<file path="config.mk">
export PLATFORM = sky130hd
export DESIGN_NAME = instruction_issue_unit
export DESIGN_NICKNAME = d
export VERILOG_FILES = /design/src/rtl/instruction_issue_unit.sv
export SDC_FILE = /design/constraint.sdc
export NUM_CORES = 2
export LEC_CHECK = 0
export ABC_AREA = 1
export ABC_CLOCK_PERIOD_IN_PS = 10900
export CAP_MARGIN = 25
export CORE_UTILIZATION = 40
export CTS_CLUSTER_DIAMETER = 120
export DETAILED_ROUTE_END_ITERATION = 8
export DONT_BUFFER_PORTS = 1
export SKIP_CTS_REPAIR_TIMING = 1
export SLEW_MARGIN = 5
export SYNTH_ARGS = -nofsm -noshare
export SYNTH_HDL_FRONTEND = slang
export SYNTH_SLANG_ARGS = --single-unit
export TNS_END_PERCENT = 100
</file>
<file path="constraint.sdc">
create_clock -name clock_in -period 10.9 [get_ports clock_in]
set_clock_uncertainty 0.05 [all_clocks]
set_input_delay 2.18 -clock clock_in [delete_from_list [all_inputs] [get_ports clock_in]]
set_output_delay 2.18 -clock clock_in [all_outputs]
set_load 0.02 [all_outputs]
</file>
<file path="src/rtl/instruction_issue_unit.sv">
// ---------------------------------------------------------------------------
// instruction_issue_unit
//
// Holds a small program memory filled word by word by a loader. On start_in
// it walks the memory from address 0 and presents each nonzero word on
// current_instruction for ISSUE_CYCLES non-stalled cycles, with one FETCH
// cycle (valid low) between words. An all-zero word or the last address
// ends the run in DONE.
//
// Parameters:
//   DEPTH        program memory words (power of two, >= 2)
//   INSTR_WIDTH  instruction width in bits
//   ISSUE_CYCLES non-stalled cycles each instruction is held (>= 1)
//
// Ports:
//   clock_in            single clock, rising edge
//   reset_n_in          asynchronous active-low reset
//   load_valid_in       write load_data_in to load_addr_in (IDLE/DONE only)
//   load_addr_in        program memory write address
//   load_data_in        program word
//   start_in            begin execution from address 0 (IDLE/DONE only)
//   stall_in            freezes the issue countdown and all outputs
//   current_instruction instruction to the CPU, 0 when not valid
//   instruction_valid   current_instruction holds a real program word
//   pc_out              address of the word being fetched or issued
//   busy_out            state is FETCH or ISSUE
//   done_out            program finished; held until the next start
// ---------------------------------------------------------------------------
module instruction_issue_unit #(
  parameter int DEPTH        = 64,
  parameter int INSTR_WIDTH  = 32,
  parameter int ISSUE_CYCLES = 3,
  localparam int AW          = $clog2(DEPTH)
) (
  input  logic                   clock_in,
  input  logic                   reset_n_in,
  input  logic                   load_valid_in,
  input  logic [AW-1:0]          load_addr_in,
  input  logic [INSTR_WIDTH-1:0] load_data_in,
  input  logic                   start_in,
  input  logic                   stall_in,
  output logic [INSTR_WIDTH-1:0] current_instruction,
  output logic                   instruction_valid,
  output logic [AW-1:0]          pc_out,
  output logic                   busy_out,
  output logic                   done_out
);

  localparam int CW = $clog2(ISSUE_CYCLES + 1);
  localparam logic [CW-1:0] COUNT_LOAD = CW'(ISSUE_CYCLES);
  localparam logic [CW-1:0] COUNT_ONE  = CW'(1);
  localparam logic [AW-1:0] LAST_PC    = AW'(DEPTH - 1);

  typedef enum logic [1:0] {
    IDLE  = 2'd0,
    FETCH = 2'd1,
    ISSUE = 2'd2,
    DONE  = 2'd3
  } state_t;

  state_t                 state_reg, state_next;
  logic [AW-1:0]          pc_reg, pc_next;
  logic [CW-1:0]          count_reg, count_next;
  logic [INSTR_WIDTH-1:0] instr_reg, instr_next;
  logic                   valid_reg, valid_next;
  logic                   busy_reg, busy_next;
  logic                   done_reg, done_next;

  logic [INSTR_WIDTH-1:0] mem [DEPTH];
  logic [INSTR_WIDTH-1:0] fetch_word;
  logic                   load_enable;

  // Loads are only honoured while no program is running, so a running
  // sequence can never be disturbed by the loader.
  assign load_enable = load_valid_in && ((state_reg == IDLE) || (state_reg == DONE));

  // Program memory survives reset, so it has no reset branch.
  always_ff @(posedge clock_in) begin
    if (load_enable) begin
      mem[load_addr_in] <= load_data_in;
    end
  end

  // Combinational read: a load and start on the same edge lets FETCH see
  // the freshly written word in the following cycle.
  assign fetch_word = mem[pc_reg];

  always_ff @(posedge clock_in or negedge reset_n_in) begin
    if (!reset_n_in) begin
      state_reg <= IDLE;
      pc_reg    <= '0;
      count_reg <= '0;
      instr_reg <= '0;
      valid_reg <= 1'b0;
      busy_reg  <= 1'b0;
      done_reg  <= 1'b0;
    end else begin
      state_reg <= state_next;
      pc_reg    <= pc_next;
      count_reg <= count_next;
      instr_reg <= instr_next;
      valid_reg <= valid_next;
      busy_reg  <= busy_next;
      done_reg  <= done_next;
    end
  end

  always_comb begin
    state_next = state_reg;
    pc_next    = pc_reg;
    count_next = count_reg;
    instr_next = instr_reg;
    valid_next = valid_reg;
    done_next  = done_reg;

    case (state_reg)
      IDLE: begin
        if (start_in) begin
          pc_next    = '0;
          state_next = FETCH;
        end
      end

      FETCH: begin
        if (fetch_word == '0) begin
          // Halt word: finish without issuing anything.
          done_next  = 1'b1;
          state_next = DONE;
        end else begin
          instr_next = fetch_word;
          valid_next = 1'b1;
          count_next = COUNT_LOAD;
          state_next = ISSUE;
        end
      end

      ISSUE: begin
        if (!stall_in) begin
          // The edge that takes the countdown from 1 to 0 ends the hold.
          if (count_reg <= COUNT_ONE) begin
            count_next = '0;
            instr_next = '0;
            valid_next = 1'b0;
            if (pc_reg == LAST_PC) begin
              // End of memory: never wrap, terminate here.
              done_next  = 1'b1;
              state_next = DONE;
            end else begin
              pc_next    = pc_reg + AW'(1);
              state_next = FETCH;
            end
          end else begin
            count_next = count_reg - COUNT_ONE;
          end
        end
      end

      DONE: begin
        if (start_in) begin
          done_next  = 1'b0;
          pc_next    = '0;
          state_next = FETCH;
        end
      end

      default: begin
        state_next = IDLE;
      end
    endcase

    // Busy is registered from the next state so it lines up with state_reg.
    busy_next = (state_next == FETCH) || (state_next == ISSUE);
  end

  assign current_instruction = instr_reg;
  assign instruction_valid   = valid_reg;
  assign pc_out              = pc_reg;
  assign busy_out            = busy_reg;
  assign done_out            = done_reg;

endmodule

</file>
Yosys cells after proc, flatten, opt, wreduce, memory -nomap -nowiden

Memories as Yosys holds them, arrays and structs flattened.
Index checks and enable logic that the tools add are counted.

Flip-flop bits (word level): 45
Bits in latches: 0
RAM bits: 2048
Bits in read-only memories: 0
Bits of input ports: 43
Output and inout port bits: 41
Logic and storage cells: 69
Memories: 1

Add/sub/neg operators: 2
$mul: 0
Div/mod/pow operators: 0
Order comparisons: 1
Equal/unequal tests: 14
Shift operators: 0
Multiplexer cells: 31
Bitwise operators: 0
Reduce and logical (&&, ||, !) cells: 13

Memory list:

| memory | depth | bits a word | read ports | clocked after memory_dff | write ports | RTL line | RTL |
|---|---|---|---|---|---|---|---|
| mem    | 64    | 32          | 1          | 0                        | 1           | 69       | `logic [INSTR_WIDTH-1:0] mem [DEPTH];` |

Operators with widths:

| operator              | count |
|---|---|
| $mux W32              | 3 |
| $pmux W32 S2          | 1 |
| $logic_not A32 Y1     | 1 |
| $mux W6               | 4 |
| $mux W2               | 7 |
| $ne A2 B2 Y1 const B  | 7 |
| $pmux W6 S2           | 1 |
| $mux W1               | 11 |
| $add A6 B1 Y6 const B | 1 |
| $eq A2 B2 Y1 const B  | 3 |
| $eq A6 B6 Y1 const B  | 1 |
| $pmux W2 S3           | 1 |
| $reduce_and A6 Y1     | 1 |
| $reduce_and A5 Y1     | 1 |
| $eq A2 B1 Y1 const B  | 2 |
| $pmux W2 S2           | 1 |
| $reduce_and A4 Y1     | 1 |
| $reduce_bool A2 Y1    | 2 |
| $pmux W1 S3           | 1 |
| $reduce_and A3 Y1     | 1 |
| $reduce_bool A3 Y1    | 1 |
| $le A2 B1 Y1 const B  | 1 |
| $logic_not A2 Y1      | 1 |
| $logic_or A1 B1 Y1    | 2 |
| other kinds (5)       | 5 |

Logic depth before layout (Yosys ltp)

Word-level depth: 7
Depth in mapped cells: 22
Depth with buffers taken out: 18

Worst setup path before layout

Ideal clock, no wire load.

Path kind: in2reg
Start: input load_valid_in
End: memory mem[48][0] (enable)
Library setup time: 0.503 ns
Arrival: 5.952 ns
Data required time: 10.347 ns
Setup slack: 4.395 ns
Stages: 4
Path buffers: 0
Path through: inv_1 > nor2_1 > nand4_1 > nor4_1

Longest elaborated chain between the ends: 3

Ends and longest elaborated chain:

| element                       | RTL line | RTL |
|---|---|---|
| from (decl)                   | 37       | `input logic load_valid_in,` |
| $logic_and A1 B1 Y1           | 75       | `assign load_enable = load_valid_in && ((state_reg == IDLE) \|\| (state_reg == DONE));` |
| $mux W1                       | 79       | `if (load_enable) begin` |
| $mux W1 (implied by the code) | 80       | `mem[load_addr_in] <= load_data_in;` |
| to (decl)                     | 69       |  |

No other way between the ends.

Worst setup path in the final report

Start: register pc_reg[0] (netlist: pc_out[0])
End: register instr_reg[28] (netlist: current_instruction[28])

Longest elaborated chain between the ends: 4
Elaborated cells on any way between the ends: 6
Those cells by class: eq/ne (1); mux (2); reduce/logical (2); memory (1)

Ends and longest elaborated chain:

| element                     | RTL line | RTL |
|---|---|---|
| from (decl)                 | 62       | `logic [AW-1:0] pc_reg, pc_next;` |
| from (signal assigned)      | 99       | `pc_reg <= pc_next;` |
| $mem_v2 Z64 W32 (*)         | -        |  |
| $logic_not A32 Y1           | 125      | `if (fetch_word == '0) begin` |
| $ne A2 B2 Y1 (no line)      | -        |  |
| $reduce_and A4 Y1 (no line) | -        |  |
| to (signal assigned)        | 101      | `instr_reg <= instr_next;` |
| to (decl)                   | 64       | `logic [INSTR_WIDTH-1:0] instr_reg, instr_next;` |

Every way passes the cells marked *; elsewhere a longest branch is shown, timed or not. The select of a mux whose other input is x is not followed.
A chain may end at the register's enable or synchronous reset.

==> impl_metrics.yaml <==
run:
  max_cap_viol_count: 0
worst_setup_path:
  cp_data_required_time_ns: 11.61
  r2r_end: "current_instruction[28]$_DFFE_PN0P_"
  crit_path_start: "pc_out[0]$_DFFE_PN0P_"
  endpoint_kind: "register"
  r2r_setup_slack_ns: 4.75
  rr_startpoint: "pc_out[0]$_DFFE_PN0P_"
  cp-start-kind: "register"
  crit_type: "reg2reg"
  critPathCapture: "current_instruction[28]$_DFFE_PN0P_"
  arrival_ns: 6.87
  reg2reg_depth: 19
  critPathMaxFanout: 67
grt:
  overflow: 0
  grt_usage_pct: 23.1
  grt_pass1_wl_um: 358000
  grt_pass1_vias: 51173
  grt_max_degree: 196
  antenna_found_initial: 5
route:
  wirelength_um: 248000
  first_pass_iters: 9
  drcViolationCount: 0
  route.vias.total: 54542
  first_iter_violations: 6543
  ant_nets: 0
  avgViaCountPerCell: 5.59
  routedWlPerCell_um: 25.4
floorplanning:
  core_area_um2: 208000
  fp-row-count: 167
  io-pin-count: 84
  initial_core_util_pct: 40.4
  die_x_um: 460
  die_h_um: 460
  floorplan.die_area_um2: 212000
sta:
  worst_slack_ns: 4.75
  fin_tns_setup_ns: 0
  min_period_ns: 6.15
  worst_slew_pin_slew_ns: 1.09
  hold_violations: 0
  slew_violations: 0
  clock.fmax_mhz: 162
  rsz0062_at_grt: "no"
  setup_viol: 0
  max_slew_margin_pct: 27.4
  finalCritPeriodShare_pct: 56.5
final_layout:
  largest_reg_flops: 2048
  final_core_util_pct: 44.9
  layout-drive-gt1-share_pct: 7.32
  nFillCells: 18538
  final_cell_mix: "nand2_1, edfxtp_1, nand3_1"
  regMostFlops: "mem"
  syn_to_final_growth_pct: 11.2
  mostFrequentLayoutCell: "nand2_1"
  nets: 6847
clock_network:
  clk_path_buf_depth: 3
  htreeDepth: 4
  cts_buffers: 197
  clock-sinks: 2093
  clk_pin_slew_worst_paths_ns: 0.06
  root_buffer: "clkbuf_16"
  cts_tree: "done"
  clkLatencyLatePin_ns: 0.85
synth:
  synth-seq-cells: 2093
  ys_seq_area_share_pct: 74.6
  yosysUniqueCellTypes: 31
  ys_warn_count: 0
  postSynthNetCount: 6979
  postSynthAreaPerCell_um2: 12.1
  syn-instance-count: 6930
  syn_area_um2: 83900
placed_design:
  port_buffers: 0
  gp_congestion: 0.829
  dp_hpwl_um: 126000
  pre_cts_ws_ns: 4.84
worst_hold_path:
  hold_class: "reg2reg"
pwr:
  powerDensity_nw_per_um2: 228
  p_leak_nw: 32.1
  ir_drop_mv: 0.191
status:
  outcome: "complete, no violations"
## synthesized netlist by cell type
library cell | count | area share, %
buf_1 | 39 | 0.17
nand3_1 | 1906 | 11
ha_1 | 6 | 0.089
clkinv_1 | 3 | 0.013
clkbuf_1 | 131 | 0.59
buf_2 | 263 | 1.6
buf_4 | 22 | 0.20
o21ai_0 | 12 | 0.072
nor4_1 | 8 | 0.060
or2_1 | 6 | 0.045
a221oi_1 | 1 | 0.010
inv_1 | 31 | 0.14
nor3b_1 | 2 | 0.018
nor2_2 | 1 | 0.0075
xor2_1 | 1 | 0.010
or2_2 | 28 | 0.21
nor3_1 | 2 | 0.012
nand2_1 | 2207 | 9.9
nand2_4 | 1 | 0.013
o211ai_1 | 10 | 0.089
dfrtp_1 | 45 | 1.3
o21ai_1 | 6 | 0.036
inv_2 | 2 | 0.0089
nand2_2 | 1 | 0.0075
o22ai_1 | 2 | 0.015
buf_6 | 2 | 0.027
nor2_1 | 94 | 0.42
edfxtp_1 | 2048 | 73
nand4_1 | 28 | 0.21
a21oi_1 | 21 | 0.13
a2111oi_0 | 1 | 0.010
## worst min path at each step
stage                              from                  endpoint  cells past startpoint
2_1_floorplan  count_reg[0]$_DFFE_PN0P_  count_reg[0]$_DFFE_PN0P_                      2
3_3_place_gp   count_reg[0]$_DFFE_PN0P_  count_reg[0]$_DFFE_PN0P_                      2
3_5_place_dp   count_reg[0]$_DFFE_PN0P_  count_reg[0]$_DFFE_PN0P_                      2
4_1_cts        count_reg[0]$_DFFE_PN0P_  count_reg[0]$_DFFE_PN0P_                      2
5_1_grt        count_reg[0]$_DFFE_PN0P_  count_reg[0]$_DFFE_PN0P_                      2
6_report       count_reg[0]$_DFFE_PN0P_  count_reg[0]$_DFFE_PN0P_                      2
## metrics by stage
stage | instances | power [mW] | hold slack [ns] | instance area, µm²
after detailed placement | 9384 | 14.5 | 0.438 | 86900
after CTS | 9751 | 21.3 | 0.455 | 93300
after global routing | 9755 | 22.1 | 0.499 | 93300
after floorplan | 6930 | 12.9 | 0.408 | 83900
final | 9755 | 21.3 | 0.466 | 93300
after global placement | 9382 | 14.5 | 0.434 | 86900
## critical path, stage by stage, from the launching register on
cell,delay (ns)
dfrtp_4,0.78
buf_4,0.77
buf_4,0.58
buf_4,0.70
buf_4,0.57
nand2_1,0.09
nand3_1,0.11
nand3_1,0.10
nand3_1,0.15
nand3_1,0.10
nand3_1,0.20
nand2_1,0.12
nand2_1,0.11
nor2_1,0.05
nand2_1,0.12
nor2_1,0.08
nand2_1,0.10
nand3_2,0.57
or2_2,0.54
nand2_1,0.07
## cell type report
type                       instances  area, µm²  area share, %
clock inverter                   112        988           1.06
multi-input combinational       4344      19500           20.9
clock buffer                     255       5400           5.79
timing repair buffer             126       1120           1.20
tap                             2788       3490           3.74
antenna                            1       2.50        0.00268
sequential                      2093      62600           67.1
inverter                          36        163          0.174
## kinds of logic after synthesis
logic type / Yosys count / synth area share (%)
xor gates and xnor gates: 1 / 0.0104
and+or+nand+nor: 4284 / 22.2
AOI/OAI and AO/OA: 53 / 0.358
adders and majority gates: 6 / 0.0894
DFF: 2093 / 74.6
buffers and inverters: 493 / 2.71
## where the power goes
part / internal [mW] / leakage [nW] / switching, mW
logic: 1.39 / 9.98 / 3.74
clock network: 3.87 / 3.14 / 2.97
registers: 8.95 / 19.0 / 0.343
## routing by layer
layer  part of all wire [%]  global-route usage (%)  vias to the layer above
met5                  0.016                       0                        -
met4                    4.2                    9.73                        6
met3                    8.8                    4.65                      430
met2                     47                    37.1                     2488
met1                     40                    30.5                    27192
li1                       -                       -                    24426
Note: power is estimated with default switching activity, not from simulation.
